## config.mk

```make
export PLATFORM = sky130hd
export DESIGN_NAME = regfile_fwd_sb
export DESIGN_NICKNAME = d
export VERILOG_FILES = /design/src/rtl/regfile_fwd_sb.sv
export SDC_FILE = /design/constraint.sdc
export NUM_CORES = 2
export LEC_CHECK = 0
export CELL_PAD_IN_SITES_DETAIL_PLACEMENT = 0
export CELL_PAD_IN_SITES_GLOBAL_PLACEMENT = 1
export CORE_MARGIN = 5
export CORE_UTILIZATION = 45
export CTS_CLUSTER_DIAMETER = 100
export DETAILED_ROUTE_END_ITERATION = 12
export GPL_ROUTABILITY_DRIVEN = 1
export MAX_ROUTING_LAYER = met4
export PLACE_DENSITY_LB_ADDON = 0.08
export SYNTH_ARGS = -nofsm -noshare
export SYNTH_HDL_FRONTEND = slang
export SYNTH_SLANG_ARGS = --single-unit
```

## constraint.sdc

```tcl
create_clock -name clk -period 4.6 [get_ports clk]
set_input_delay 0.92 -clock clk [delete_from_list [all_inputs] [get_ports clk]]
set_output_delay 0.92 -clock clk [all_outputs]
set_load 0.05 [all_outputs]
```

## src/rtl/regfile_fwd_sb.sv

```systemverilog
// regfile_fwd_sb: RV32I integer register file, read in ID.
//  - Two combinational read ports. Each port has an EX/MEM/WB bypass
//    network with fixed priority: x0, EX load, EX result, MEM result,
//    WB write-through, pending, and finally the array.
//  - A per-register pending scoreboard. iss_valid sets a pending bit and
//    a WB write clears it. A pending read with no bypass available stalls.
//  - A post-reset clear sequencer zeroes one entry per cycle. ready rises
//    once every entry has been cleared.
// Ports:
//   clk, rst_n                     clock, synchronous active-low reset
//   rs1, rs2                       read addresses
//   we, wa, wd                     WB write port
//   ex_fwd, ex_load, ex_rd, ex_data  EX bypass source / load-use marker
//   mem_fwd, mem_rd, mem_data      MEM bypass source
//   iss_valid, iss_rd              long-latency issue (marks pending)
//   rd1, rd2                       read data
//   stall                          ID must hold
//   ready                          clear sequence complete

// Per-port bypass / hazard resolution. Outputs are raw. The top level
// masks them while the file is not in RUN.
module regfile_rd_port #(
  parameter int XLEN = 32,
  parameter int AW   = 5
) (
  input  logic [AW-1:0]   a,
  input  logic            ex_load,
  input  logic            ex_fwd,
  input  logic [AW-1:0]   ex_rd,
  input  logic [XLEN-1:0] ex_data,
  input  logic            mem_fwd,
  input  logic [AW-1:0]   mem_rd,
  input  logic [XLEN-1:0] mem_data,
  input  logic            we,
  input  logic [AW-1:0]   wa,
  input  logic [XLEN-1:0] wd,
  input  logic            pend,
  input  logic [XLEN-1:0] arr,
  output logic [XLEN-1:0] data,
  output logic            hold
);
  // Because a != 0 past the first branch, a source with rd == 0 can
  // never match any later branch.
  always_comb begin
    data = '0;
    hold = 1'b0;
    if (a == '0) begin
      data = '0;
    end else if (ex_load && ex_rd == a) begin
      hold = 1'b1;
    end else if (ex_fwd && ex_rd == a) begin
      data = ex_data;
    end else if (mem_fwd && mem_rd == a) begin
      data = mem_data;
    end else if (we && wa == a) begin
      data = wd;
    end else if (pend) begin
      hold = 1'b1;
    end else begin
      data = arr;
    end
  end
endmodule

module regfile_fwd_sb #(
  parameter  int XLEN  = 32,
  parameter  int NREGS = 32,
  localparam int AW    = $clog2(NREGS)
) (
  input  logic            clk,
  input  logic            rst_n,
  input  logic [AW-1:0]   rs1,
  input  logic [AW-1:0]   rs2,
  input  logic            we,
  input  logic [AW-1:0]   wa,
  input  logic [XLEN-1:0] wd,
  input  logic            ex_fwd,
  input  logic            ex_load,
  input  logic [AW-1:0]   ex_rd,
  input  logic [XLEN-1:0] ex_data,
  input  logic            mem_fwd,
  input  logic [AW-1:0]   mem_rd,
  input  logic [XLEN-1:0] mem_data,
  input  logic            iss_valid,
  input  logic [AW-1:0]   iss_rd,
  output logic [XLEN-1:0] rd1,
  output logic [XLEN-1:0] rd2,
  output logic            stall,
  output logic            ready
);
  localparam int NPORTS = 2;

  typedef enum logic {CLEAR, RUN} state_t;

  state_t                      state, state_n;
  logic [AW-1:0]               clr_cnt, clr_cnt_n;
  logic [NREGS-1:0][XLEN-1:0]  regfile;
  logic [NREGS-1:0]            pending, pending_n;
  logic                        run;

  // Gating with rst_n drives the outputs to their reset values in the
  // same cycle that reset is asserted, not one edge later.
  assign run = (state == RUN) && rst_n;

  // Clear sequencer
  always_ff @(posedge clk) begin
    if (!rst_n) begin
      state   <= CLEAR;
      clr_cnt <= '0;
    end else begin
      state   <= state_n;
      clr_cnt <= clr_cnt_n;
    end
  end

  // The counter holds at NREGS-1 rather than wrapping.
  always_comb begin
    state_n   = state;
    clr_cnt_n = clr_cnt;
    if (state == CLEAR) begin
      if (clr_cnt == AW'(NREGS - 1)) state_n   = RUN;
      else                           clr_cnt_n = clr_cnt + 1'b1;
    end
  end

  // Array. The array is not reset. The CLEAR pass initialises it.
  always_ff @(posedge clk) begin
    if (rst_n) begin
      if (state == CLEAR)            regfile[clr_cnt] <= '0;
      else if (we && wa != '0)       regfile[wa]      <= wd;
    end
  end

  // Scoreboard. The set is applied after the clear, so an issue in the
  // same cycle as a retiring write keeps the bit pending. The newer
  // producer is still in flight.
  always_comb begin
    pending_n = pending;
    if (we && wa != '0)            pending_n[wa]     = 1'b0;
    if (iss_valid && iss_rd != '0) pending_n[iss_rd] = 1'b1;
    pending_n[0] = 1'b0;
  end

  always_ff @(posedge clk) begin
    if (!rst_n)            pending <= '0;
    else if (state == RUN) pending <= pending_n;
  end

  // Read ports
  logic [NPORTS-1:0][AW-1:0]   rs;
  logic [NPORTS-1:0][XLEN-1:0] rd_p;
  logic [NPORTS-1:0]           hold_p;

  assign rs = {rs2, rs1};

  for (genvar p = 0; p < NPORTS; p++) begin : g_port
    regfile_rd_port #(.XLEN(XLEN), .AW(AW)) u_port (
      .a        (rs[p]),
      .ex_load  (ex_load),
      .ex_fwd   (ex_fwd),
      .ex_rd    (ex_rd),
      .ex_data  (ex_data),
      .mem_fwd  (mem_fwd),
      .mem_rd   (mem_rd),
      .mem_data (mem_data),
      .we       (we),
      .wa       (wa),
      .wd       (wd),
      .pend     (pending[rs[p]]),
      .arr      (regfile[rs[p]]),
      .data     (rd_p[p]),
      .hold     (hold_p[p])
    );
  end

  assign rd1   = run ? rd_p[0] : '0;
  assign rd2   = run ? rd_p[1] : '0;
  assign stall = !run || (|hold_p);
  assign ready = run;
endmodule

```

# --- Yosys cells after proc, flatten, opt, wreduce, memory -nomap -nowiden ---
# Index checks and enable logic that the tools add are counted.
word_totals:
  register_bits: 1061
  in_bits: 133
  word_cells: 131
classes:
  n_addsub: 1
  order_cmp: 8
  eq_ne: 8
  muxes: 49
  bitwise_logic: 7
  reduce_logical: 23
ops:
  columns: ["operator", "count"]
  rows:
  - ["$mux 1024", 2]
  - ["$and 1024x1024->1024", 1]
  - ["$bwmux 1024", 1]
  - ["$not 1024->1024", 1]
  - ["$mux 32", 20]
  - ["$bmux 32 s5", 2]
  - ["$demux 32 s5", 2]
  - ["$and 32x32->32", 1]
  - ["$not 32->32", 1]
  - ["$or 32x32->32", 1]
  - ["$eq 5x5->1", 6]
  - ["$lt 5x6->1 const B", 5]
  - ["$mux 1", 18]
  - ["$ge 5x1->1 const B", 3]
  - ["$logic_and 1x1->1", 14]
  - ["$bmux 1 s5", 2]
  - ["$demux 1 s5", 2]
  - ["$logic_not 5->1", 2]
  - ["$reduce_bool 5->1", 2]
  - ["$add 5x1->5 const B", 1]
  - ["$eq 5x5->1 const B", 1]
  - ["$reduce_and 2->1", 2]
  - ["$ne 2x1->1 const B", 1]
  - ["$not 1->1", 2]
  - ["3 further kinds", 3]

# --- Longest topological paths before layout ---
logic_depth:
  ltp_word: 10
  depth_mapped: 11
  ltp_nobuf: 7

# --- Hierarchy ---
# From an unflattened synthesis, not the netlist that was laid out.
unflattened:
  hier_cells: 5222
  area_unflattened_um2: 62374.8
by_module_without_submodules:
  columns: ["module", "instances", "cells_each", "area_each_um2", "seq_area_each_um2"]
  rows:
  - ["regfile_fwd_sb", 1, 4854, 59306.9, 31490.2]
  - ["regfile_rd_port", 2, 184, 1534.0, 0.0]

# --- Worst setup path after synthesis ---
# Ideal clock, no wire load.
synth_path:
  path_kind: "in2out"
  startpoint: "input port rs1[1]"
  endpoint: "output port rd1[11]"
  t_arrival_ns: 4.666
  required_time_ns: 3.680
  setup_slack_ns: -0.986
  stages: 9
  path_cell_list: "buf_6 buf_6 xor2_1 nor4_1 nand3_1 nand3b_1 clkbuf_1 nor2_1 a2111oi_0"
synth_between:
  elab_chain_cells: 9
  word_cells_on_any_way: 19
  cone_classes: "eq/ne (3); mux (11); reduce/logical (5)"
synth_lines:
  columns: ["element", "line_no", "source"]
  rows:
  - ["from (decl)", "72", "input logic [AW-1:0] rs1,"]
  - ["$bmux 32 s5 or $bmux 1 s5 (tied branches)", "170, 169", null]
  - ["$mux 32 (implied by the code) or $mux 1 (tied branches)", "170, 169", null]
  - ["$mux 32", "57", "end else if (pend) begin"]
  - ["$mux 32", "55", "end else if (we && wa == a) begin"]
  - ["$mux 32", "53", "end else if (mem_fwd && mem_rd == a) begin"]
  - ["$mux 32", "51", "end else if (ex_fwd && ex_rd == a) begin"]
  - ["$mux 32", "49", "end else if (ex_load && ex_rd == a) begin"]
  - ["$mux 32 *", "47", "if (a == '0) begin"]
  - ["$mux 32 *", "176", "assign rd1 = run ? rd_p[0] : '0;"]
  - ["to (decl)", "86", "output logic [XLEN-1:0] rd1,"]
# Mark *: on every way between the ends. The rest lies on a longest branch, timed or not. The select of a mux whose other input is x is not followed.

# --- Worst setup path after layout ---
layout_path:
  startpoint: "input port rs2[1]"
  endpoint: "output port rd2[15]"
layout_between:
  elab_chain_cells: 9
  word_cells_on_any_way: 19
  cone_classes: "eq/ne (3); mux (11); reduce/logical (5)"
layout_lines:
  columns: ["element", "line_no", "source"]
  rows:
  - ["from (decl)", "73", "input logic [AW-1:0] rs2,"]
  - ["$bmux 32 s5 or $bmux 1 s5 (tied branches)", "170, 169", null]
  - ["$mux 32 (implied by the code) or $mux 1 (tied branches)", "170, 169", null]
  - ["$mux 32", "57", null]
  - ["$mux 32", "55", null]
  - ["$mux 32", "53", null]
  - ["$mux 32", "51", null]
  - ["$mux 32", "49", null]
  - ["$mux 32 *", "47", null]
  - ["$mux 32 *", "177", "assign rd2 = run ? rd_p[1] : '0;"]
  - ["to (decl)", "87", "output logic [XLEN-1:0] rd2,"]
# Marked as above.

==> flow_summary.json <==
{
  "wl_mm": 277,
  "antenna_left": 0,
  "hp-class": "register to register",
  "clock_path_buffers": 3,
  "cp.required_ns": 3.68,
  "ys_seq_elements": 1061,
  "ctsHoldBuffers": 0,
  "grt-ovfl-total": 0,
  "grt_max_degree": 56,
  "maxCapViolations": 0,
  "path_clk_slew_ns": 0.06,
  "portBuffers": 198,
  "r2r-start": "state",
  "critPathBufInv": 4,
  "cp_common_cell": "buf_4",
  "dr.pass1.iters": 6,
  "place.gp.congestion": 0.949,
  "cp-startpoint": "rs2[1]",
  "antenna_found_initial": 13,
  "async_reset_ff_frac": 0,
  "cp_top_family": "simple AND/OR/NAND/NOR gates",
  "finalWorstSetupSlack_ns": -0.0346,
  "period_needed_ns": 4.63,
  "slew-limit-headroom": 0.131,
  "layout.nets": 6316,
  "vdd_drop_max_v": 0.000321,
  "cp_max_fo": 24,
  "synthCells": 5930,
  "drive_gt1_frac": 0.216,
  "cts.sinks": 1061,
  "crit_arrival_ns": 3.71,
  "numCtsBuffers": 121,
  "violations": "negative setup slack",
  "start_util": 0.451,
  "maxSlewViolCount": 0,
  "placed_area_um2": 72200,
  "syn_area_per_cell_um2": 10.8,
  "tns_ns": -0.0671,
  "max_stage_delay_ns": 0.56,
  "synth_edf_count": 1024,
  "place_ws_ns": -0.519,
  "dr_total_vias": 54950,
  "drcViolationCount": 0,
  "worstSetupPathType": "input pin to output pin",
  "outcome": "finished with violations",
  "fp.dieArea_um2": 149000,
  "setup_violations": 4,
  "synth_nets": 6068,
  "dpl.hpwl_mm": 181,
  "clockRootBuffer": "clkbuf_16",
  "globalRouteTotalUtil": 0.368,
  "drt_iter0_drc": 7352,
  "layout_commonest_cell": "o21ai_0",
  "ioPinCount": 199,
  "core-area_um2": 141000,
  "ys_types": 59,
  "viasPerCell": 6.73,
  "finalHoldViolCount": 0,
  "rsz0062_at_grt": "true",
  "fmax_mhz": 216,
  "ys.flop_type": "edfxtp_1",
  "multi_input_area_um2": 30900,
  "clkLatencyLatePin_ns": 0.76,
  "seqCellArea_um2": 31500,
  "power_leakage_nw": 28.8,
  "crit_path_end_kind": "output pin",
  "die_y_um": 386,
  "ys_seq_area_frac": 0.494,
  "fin_crit_sh": 1.01,
  "crit_slowest_cell": "and2_4",
  "grt_pass1_wl_mm": 393,
  "most-common-layout-cells": "1124 x o21ai_0, 1115 x nand2_1, 1024 x edfxtp_1",
  "power.density_nw_per_um2": 331,
  "num-fill-cells": 12445,
  "syn_area_um2": 63800,
  "ys_warn_count": 0,
  "first_global_vias": 52032,
  "path_cells": "buf_8, and2_4, buf_4, a221oi_1, nor3_1, a211oi_1, o211ai_1, a21oi_1, buf_4, buf_12",
  "die_x_um": 386,
  "cts_max_level": 3,
  "hp-start": "pending[7]",
  "whs_ns": 0.500,
  "worstMarginPinSlew_ns": 1.30,
  "fin_skew_ns": 0.0403,
  "area_delta_synth_final_pct": 19.9,
  "start_kind": "input pin",
  "wl_per_cell_um": 33.9,
  "postLayoutCellArea_um2": 76400,
  "num_rows": 138,
  "tritoncts": "done"
}
## what timing repair did
item | CTS | global route
gates cloned | 3 | 0
endpoints found under the setup margin | 34 | 32
pin swaps | 9 | 16
gates resized for setup | 39 | 41
setup buffers | 5 | 1
## per-layer routing
layer  GRT usage  wire [um]  up-vias
met4       0.134      11100        0
met5           -          0        -
met1       0.510     112000    27695
met3      0.0885      33600      564
met2       0.528     120000     3575
li1            -          -    23116
## final timing paths
check	endpoint	slack (ns)	depth (start not counted)
min	pending[7]	0.50	2
min reg2reg	pending[7]	0.50	2
max	rd2[15]	-0.03	10
max reg2reg	regfile[726]	1.45	4
## synth_stat cells (32+ instances only)
| library cell | n | area share |
|---|---|---|
| mux4_2 | 256 | 0.090 |
| or3_1 | 64 | 0.0063 |
| clkbuf_1 | 447 | 0.026 |
| buf_2 | 73 | 0.0057 |
| nand2_1 | 1132 | 0.067 |
| o211ai_1 | 56 | 0.0066 |
| buf_4 | 50 | 0.0059 |
| a22o_1 | 64 | 0.0088 |
| mux2i_1 | 394 | 0.062 |
| a21boi_0 | 33 | 0.0039 |
| o21ai_0 | 1139 | 0.089 |
| and2_1 | 43 | 0.0042 |
| mux2_2 | 147 | 0.026 |
| o221ai_1 | 32 | 0.0044 |
| edfxtp_1 | 1024 | 0.48 |
| a22oi_1 | 174 | 0.020 |
| nor2_1 | 69 | 0.0041 |
| a221o_1 | 38 | 0.0060 |
| a211oi_1 | 51 | 0.0060 |
| o31ai_1 | 57 | 0.0067 |
| nand3_1 | 96 | 0.0075 |
| dfxtp_1 | 37 | 0.012 |
| a21oi_1 | 94 | 0.0074 |
## cells by family after synthesis
family / count (synthesis) / synth area share
adders and majority gates: 5 / 0.000981
and+or+nand+nor: 1500 / 0.0979
xor gates and xnor gates: 33 / 0.00453
DFF: 1061 / 0.494
AOI/OAI and AO/OA: 1910 / 0.181
buffers and inverters: 624 / 0.0436
muxes: 797 / 0.178
## flip-flops by register name, indices dropped and copies added, names as in the netlist
| register | cells |
|---|---|
| state | 1 |
| regfile | 1024 |
| clr_cnt | 5 |
| pending | 31 |
## tightest hold or removal path, cell delays in order (launching register included)
cell	delay, ns
dfxtp_1	0.32
o21ai_0	0.06
a21boi_0	0.07
## report_power, final
| group | total [mW] | switching (mW) | internal [mW] |
|---|---|---|---|
| Combinational | 4.00 | 2.35 | 1.65 |
| Clock | 9.53 | 4.23 | 5.30 |
| Sequential | 11.8 | 0.448 | 11.3 |
| Total | 25.3 | 7.03 | 18.3 |
## stage by stage
step / utilization / power (mW) / instances
floorplan: - / 13.9 / 5930
global placement: 0.511 / 15.7 / 7936
detailed placement: 0.511 / 15.8 / 7936
CTS: 0.539 / 25.2 / 8161
global route: 0.541 / 26.0 / 8164
finish: 0.541 / 25.3 / 8167
## cell type report
type	count	share of cell area
multi-input cells	4245	0.404
clock buffers	151	0.0411
well taps	1890	0.0309
inverters	8	0.000409
flip-flops and latches	1061	0.412
repair buffers	741	0.104
clock inverters	66	0.00755
diodes	5	0.000164
Power figures use the tool's default switching activity.
